--- config.mk ---
export PLATFORM = sky130hd
export DESIGN_NAME = sr_bank
export DESIGN_NICKNAME = d
export VERILOG_FILES = /design/src/rtl/sr_bank_pkg.sv /design/src/rtl/sr_sync_filter.sv /design/src/rtl/sr_bank.sv
export SDC_FILE = /design/constraint.sdc
export NUM_CORES = 1
export LEC_CHECK = 0
export CAP_MARGIN = 20
export CORE_UTILIZATION = 43
export DETAILED_ROUTE_END_ITERATION = 12
export PLACE_DENSITY = 0.75
export SYNTH_ARGS = -nofsm -noshare
export SYNTH_HDL_FRONTEND = slang
export SYNTH_HIERARCHICAL = 1
export SYNTH_SLANG_ARGS = --single-unit
--- constraint.sdc ---
create_clock -name clk -period 0.9 [get_ports clk]
set_input_delay 0.18 -clock clk [delete_from_list [all_inputs] [get_ports clk]]
set_output_delay 0.18 -clock clk [all_outputs]
set_load 0.1 [all_outputs]
--- src/rtl/sr_bank_pkg.sv ---
// Shared types and defaults for the sr_bank set/reset channel bank.
// Optional debounce is enabled by defining SR_BANK_DEBOUNCE_EN.
package sr_bank_pkg;

  typedef enum logic [1:0] {
    SR_SET_DOM,
    SR_RST_DOM,
    SR_HOLD,
    SR_TOGGLE
  } sr_mode_t;

  localparam int DEF_SYNC_STAGES     = 2;
  localparam int DEF_DEBOUNCE_CYCLES = 4;

  function automatic logic sr_both_next(
    input sr_mode_t mode,
    input logic     q
  );
    logic nq;
    nq = q;
    unique case (mode)
      SR_SET_DOM: nq = 1'b1;
      SR_RST_DOM: nq = 1'b0;
      SR_HOLD:    nq = q;
      SR_TOGGLE:  nq = ~q;
      default:    nq = q;
    endcase
    return nq;
  endfunction

endpackage

--- src/rtl/sr_sync_filter.sv ---
// One-bit synchroniser chain with optional debounce filter.
// Debounce counter exists only when SR_BANK_DEBOUNCE_EN is defined.
module sr_sync_filter
  import sr_bank_pkg::*;
#(
  parameter int SYNC_STAGES     = DEF_SYNC_STAGES,
  parameter int DEBOUNCE_CYCLES = DEF_DEBOUNCE_CYCLES
) (
  input  logic clk,
  input  logic n_reset,
  input  logic d,
  output logic f
);

  if (SYNC_STAGES < 2) begin : g_bad_sync
    $error("sr_sync_filter: SYNC_STAGES must be >= 2");
  end
  if (DEBOUNCE_CYCLES < 1) begin : g_bad_db
    $error("sr_sync_filter: DEBOUNCE_CYCLES must be >= 1");
  end

  logic [SYNC_STAGES-1:0] sync_q;
  logic [SYNC_STAGES-1:0] sync_d;
  logic                   d_sync;

  always_comb begin
    sync_d = {sync_q[SYNC_STAGES-2:0], d};
  end

  always_ff @(posedge clk) begin
    if (!n_reset) sync_q <= '0;
    else          sync_q <= sync_d;
  end

  assign d_sync = sync_q[SYNC_STAGES-1];

`ifdef SR_BANK_DEBOUNCE_EN
  localparam int CW = $clog2(DEBOUNCE_CYCLES + 1);
  localparam logic [CW-1:0] CNT_MAX = CW'(DEBOUNCE_CYCLES);

  logic          f_q;
  logic          f_d;
  logic [CW-1:0] cnt_q;
  logic [CW-1:0] cnt_d;

  // Counter only runs while synced and filtered disagree.
  always_comb begin
    f_d   = f_q;
    cnt_d = '0;
    if (d_sync != f_q) begin
      cnt_d = cnt_q + CW'(1);
      if (cnt_d == CNT_MAX) begin
        f_d   = d_sync;
        cnt_d = '0;
      end
    end
  end

  always_ff @(posedge clk) begin
    if (!n_reset) begin
      f_q   <= 1'b0;
      cnt_q <= '0;
    end else begin
      f_q   <= f_d;
      cnt_q <= cnt_d;
    end
  end

  assign f = f_q;
`else
  assign f = d_sync;
`endif

endmodule

--- src/rtl/sr_bank.sv ---
// Bank of synchronised set/reset channels with illegal and rise flags.
// Build option: SR_BANK_DEBOUNCE_EN adds per-input debounce.
module sr_bank
  import sr_bank_pkg::*;
#(
  parameter int       CHANNELS        = 4,
  parameter int       SYNC_STAGES     = DEF_SYNC_STAGES,
  parameter sr_mode_t MODE            = SR_SET_DOM,
  parameter int       DEBOUNCE_CYCLES = DEF_DEBOUNCE_CYCLES
) (
  input  logic                clk,
  input  logic                n_reset,
  input  logic [CHANNELS-1:0] s,
  input  logic [CHANNELS-1:0] r,
  input  logic [CHANNELS-1:0] clr_illegal,
  output logic [CHANNELS-1:0] q,
  output logic [CHANNELS-1:0] q_bar,
  output logic [CHANNELS-1:0] illegal,
  output logic [CHANNELS-1:0] rise
);

  if (CHANNELS < 1) begin : g_bad_ch
    $error("sr_bank: CHANNELS must be >= 1");
  end

  logic [CHANNELS-1:0] s_f;
  logic [CHANNELS-1:0] r_f;

  for (genvar i = 0; i < CHANNELS; i++) begin : g_ch
    sr_sync_filter #(
      .SYNC_STAGES    (SYNC_STAGES),
      .DEBOUNCE_CYCLES(DEBOUNCE_CYCLES)
    ) u_s (
      .clk    (clk),
      .n_reset(n_reset),
      .d      (s[i]),
      .f      (s_f[i])
    );
    sr_sync_filter #(
      .SYNC_STAGES    (SYNC_STAGES),
      .DEBOUNCE_CYCLES(DEBOUNCE_CYCLES)
    ) u_r (
      .clk    (clk),
      .n_reset(n_reset),
      .d      (r[i]),
      .f      (r_f[i])
    );
  end

  logic [CHANNELS-1:0] q_q, q_d;
  logic [CHANNELS-1:0] q_dly_q, q_dly_d;
  logic [CHANNELS-1:0] illegal_q, illegal_d;
  logic [CHANNELS-1:0] rise_q, rise_d;

  always_comb begin
    q_d = q_q;
    for (int i = 0; i < CHANNELS; i++) begin
      unique case (1'b1)
        s_f[i] & ~r_f[i]: q_d[i] = 1'b1;
        ~s_f[i] & r_f[i]: q_d[i] = 1'b0;
        s_f[i] & r_f[i]:  q_d[i] = sr_both_next(MODE, q_q[i]);
        default:          q_d[i] = q_q[i];
      endcase
    end
  end

  // Set has priority over a same-cycle clear.
  always_comb begin
    illegal_d = (s_f & r_f) | (illegal_q & ~clr_illegal);
    q_dly_d   = q_q;
    rise_d    = q_q & ~q_dly_q;
  end

  always_ff @(posedge clk) begin
    if (!n_reset) begin
      q_q       <= '0;
      q_dly_q   <= '0;
      illegal_q <= '0;
      rise_q    <= '0;
    end else begin
      q_q       <= q_d;
      q_dly_q   <= q_dly_d;
      illegal_q <= illegal_d;
      rise_q    <= rise_d;
    end
  end

  assign q       = q_q;
  assign q_bar   = ~q_q;
  assign illegal = illegal_q;
  assign rise    = rise_q;

endmodule

---- After elaboration in Yosys (flattened, before gate mapping) ----
Cells that the tools add are included.
storage, ports and cells
  register bits after elaboration ......... 32
  bits of input ports ..................... 14
  output and inout port bits .............. 16
operators by class
  reductions and logical operators ........ 8
  bitwise gates (word level) .............. 27
  mux-type cells .......................... 4
operator list
  cell               count
  $and 1x1->1        12
  $and 4x4->4        3
  $not 4->4          3
  $not 1->1          8
  $pmux 1 s2         4
  $reduce_bool 2->1  4
  $reduce_or 2->1    4
  $or 4x4->4         1

---- Logic depth before layout (Yosys ltp) ----
  depth in word-level cells ............... 4
  mapped depth ............................ 3
  mapped depth without buffers ............ 2

---- Cells and area by module ----
The synthesis kept the hierarchy.
by module, submodules not included
  module          area each (um^2)  cells an instance  instances  sequential area each (um^2)
  sr_bank         544.3             49                 1          320.3
  sr_sync_filter  52.6              4                  8          40.0

---- Worst setup path after synthesis ----
OpenSTA, ideal clock, no wires.
  kind .................................... reg-to-output
  from .................................... register q_q[2] (netlist: q[2])
  to ...................................... output q_bar[2]
  cell stages (with the launch flop) ...... 2
  required time ........................... 0.720 ns
  arrival ................................. 1.647 ns
  slack ................................... -0.927 ns
  path through ............................ dfxtp_1 -> inv_1
on the way
  cells in the longest elaborated chain, start to end .. 1
ends and longest elaborated chain
  item                    line           text
  start, declared         sr_bank.sv:50  logic [CHANNELS-1:0] q_q, q_d;
  start signal, assigned  sr_bank.sv:81  q_q <= q_d;
  $not 4->4               sr_bank.sv:89  assign q_bar = ~q_q;
  end, declared           sr_bank.sv:17  output logic [CHANNELS-1:0] q_bar,
Every way passes these cells.

---- Final worst setup path ----
  from .................................... register q_q[0] (netlist: q[0])
  to ...................................... output q_bar[0]
The elaborated chain is that of the path after synthesis.

==> metrics <==
min-delay worst type=reg2reg; power share of the combinational group=0.158; Core Box Area=2040 sq um; syn avg cell area=11.9 sq um; R2R Setup Slk=0.01 ns; post-synthesis cell area=965 sq um; # rows=16; kind of end point of the critical path=output pin; Initial Utilization=0.472; CTS root buffer=clkbuf_4; async set or reset register ratio after synthesis=0; post-synth cell types=12; GRT Total Usage=0.162; Post-synth EDFFs=0; # IOs=30; pwr dens=1720 nW/um^2; share of cells above drive strength 1=0.392; top cells by area, synth=dfxtp_1 66%, and2_1 10%, nor2b_1 3.9%; top cell type's share of synthesized area=0.664; cts hold-fix bufs=0; R2R depth=3; antenna violations before repair=0; vias in the first global route=624; clock network power share=0.297; placer congestion estimate=0.653; static leakage=about 0.00063 uW; ys flop type=dfxtp_1; area delta synth->final=64.6%; Reg power frac=0.545; Final Slew Violations=0; final worst slack=-0.263 ns; CP endpoint=q_bar[0]; grt ovf=0; post-route setup TNS=-2.68 ns; post-synthesis sequential area ratio=0.664; Die H=between 40 and 50 microns; Synth Instances=81; Max VDD drop=0.00150 V; 1st-pass router iterations=4; CTS tree=built; DP HPWL=1110 microns; reg-to-reg critical path startpoint=q[3]$_SDFFE_PN0P_; post-synth top area cell=dfxtp_1; count leader, synth=dfxtp_1; final hold slack=0.378 ns; Critical Path Source Type=flip-flop; #FFs+latches synth=32; Via Count=~640; Initial DRC Count=11; outcome=finished with violations; die area=2440 sq um; Fin. Hold Viols=0; Final Critical Period=1.16 ns; final antenna-violating net count=0; NetSw=697 uW; Worst Hold Path Cells=1; fillers=144; period utilization=1.29; first-pass GRT wire length=2680 microns; die width=49.4 microns; switching portion of total power=0.255; internal power=2040 uW; Power Total=2740 uW; buffers added on ports=29; CTS H-tree lvls=2; Setup crit start=q[0]$_SDFFE_PN0P_; CP max FO=4; clk buf depth=2; clock sinks=32; FF-to-FF End=q[3]$_SDFFE_PN0P_; area of the multi-input gates=300 sq um; Post-Syn Nets=95; commonest cells in the netlist=32 x dfxtp_1, 16 x and2_1, 6 x nor2b_1; ANT cells=0; final WL=1590 microns; Critical Path AT=0.98 ns; CP Data Required Time=0.72 ns; CTS Buf Count=5; Nets=133; pin count of the biggest net entering global routing=29; fin util=0.778; Worst-Skew Late Latency=between 0.3 and 0.4 ns; failing checks=negative setup slack; clock transition at the registers of the reported paths=0.08 ns; relative slew slack=0.887; Wirelength per Cell=10.8 microns; final instance area=1590 sq um; YS warnings=6; fmax=860 MHz; endpoints failing setup=16; maxcap violations=0; RSZ-0062 raised after global routing=yes; # DRC=0; placed inst area=1510 sq um; clk_skew=0.00184 ns; Storage cell area=~680 sq um; critical path class=reg2out; Vias/cell=roughly 4.4; Slew @ Worst Pin=0.168 ns
cells by family (layout without fill, tap and decap cells):
| kind of cell | after synthesis | after routing | share of synthesized area |
|---|---|---|---|
| DFF | 32 | 32 | 0.664 |
| AOI/OAI and AO/OA | 8 | 8 | 0.0623 |
| buffers and inverters | 5 | 44 | 0.0272 |
| and+or+nand+nor | 36 | 36 | 0.246 |
routing by layer:
layer | wire length, microns | vias up | track usage
met5 | 0 | - | 0
met4 | 34 | 0 | 0.132
met3 | 95 | 2 | 0.0685
met2 | 824 | 24 | 0.256
met1 | 639 | 293 | 0.166
li1 | - | 322 | -
sequential cells by signal, summed over array words and instances (netlist names):
name	flops
q	4
g_ch.u_s/sync_q	8
rise	4
illegal	4
g_ch.u_r/sync_q	8
q_dly_q	4
critical path, stage by stage (launching register included):
cell,delay (ns)
dfxtp_4,0.40
clkinvlp_4,0.10
buf_12,0.17
worst min-delay path by stage:
stage / end / start
after global routing: rise[0]$_SDFF_PN0_ / q_dly_q[0]$_SDFF_PN0_
after floorplan: g_ch[0].u_r/sync_q[0]$_SDFF_PN0_ / r[0]
after detailed placement: rise[0]$_SDFF_PN0_ / q_dly_q[0]$_SDFF_PN0_
final: rise[0]$_SDFF_PN0_ / q_dly_q[0]$_SDFF_PN0_
after CTS: rise[0]$_SDFF_PN0_ / q_dly_q[0]$_SDFF_PN0_
after global placement: rise[0]$_SDFF_PN0_ / q_dly_q[0]$_SDFF_PN0_
power groups by stage:
stage               Clock (uW)  Combinational [uW]  Sequential, uW
floorplan                    0                 130            1630
global placement             0                 418            1520
detailed placement           0                 425            1530
CTS                        840                 433            1490
global route               919                 450            1500
finish                     812                 432            1490
what timing repair did:
item | 4_1_cts | 5_1_grt
buffers inserted | 2 | 0
endpoints found under the hold margin | 0 | 0
setup endpoints to repair | 16 | 18
resized for setup | 0 | 1
stage by stage:
| stage | instances | setup slack, ns |
|---|---|---|
| floorplan | 81 | -0.318 |
| global placement | 137 | -0.276 |
| detailed placement | 137 | -0.290 |
| CTS | 147 | -0.284 |
| global route | 147 | -0.309 |
| finish | 147 | -0.263 |
layout make-up:
class	instances	share of cell area
inverters	4	0.0189
multi-input cells	44	0.189
well taps	27	0.0213
clock buffers	8	0.0370
repair buffers	32	0.308
flip-flops and latches	32	0.426
layout by cell type, fill, tap and decap left out, drive strengths merged:
cell type       n
a21boi          4
and2           20
buf            19
clkbuf          8
clkdlybuf4s50  13
clkinvlp        4
dfxtp          32
nand2           4
nand2b          4
nor2b           8
o21a            4
(Power assumes the default switching activity.)
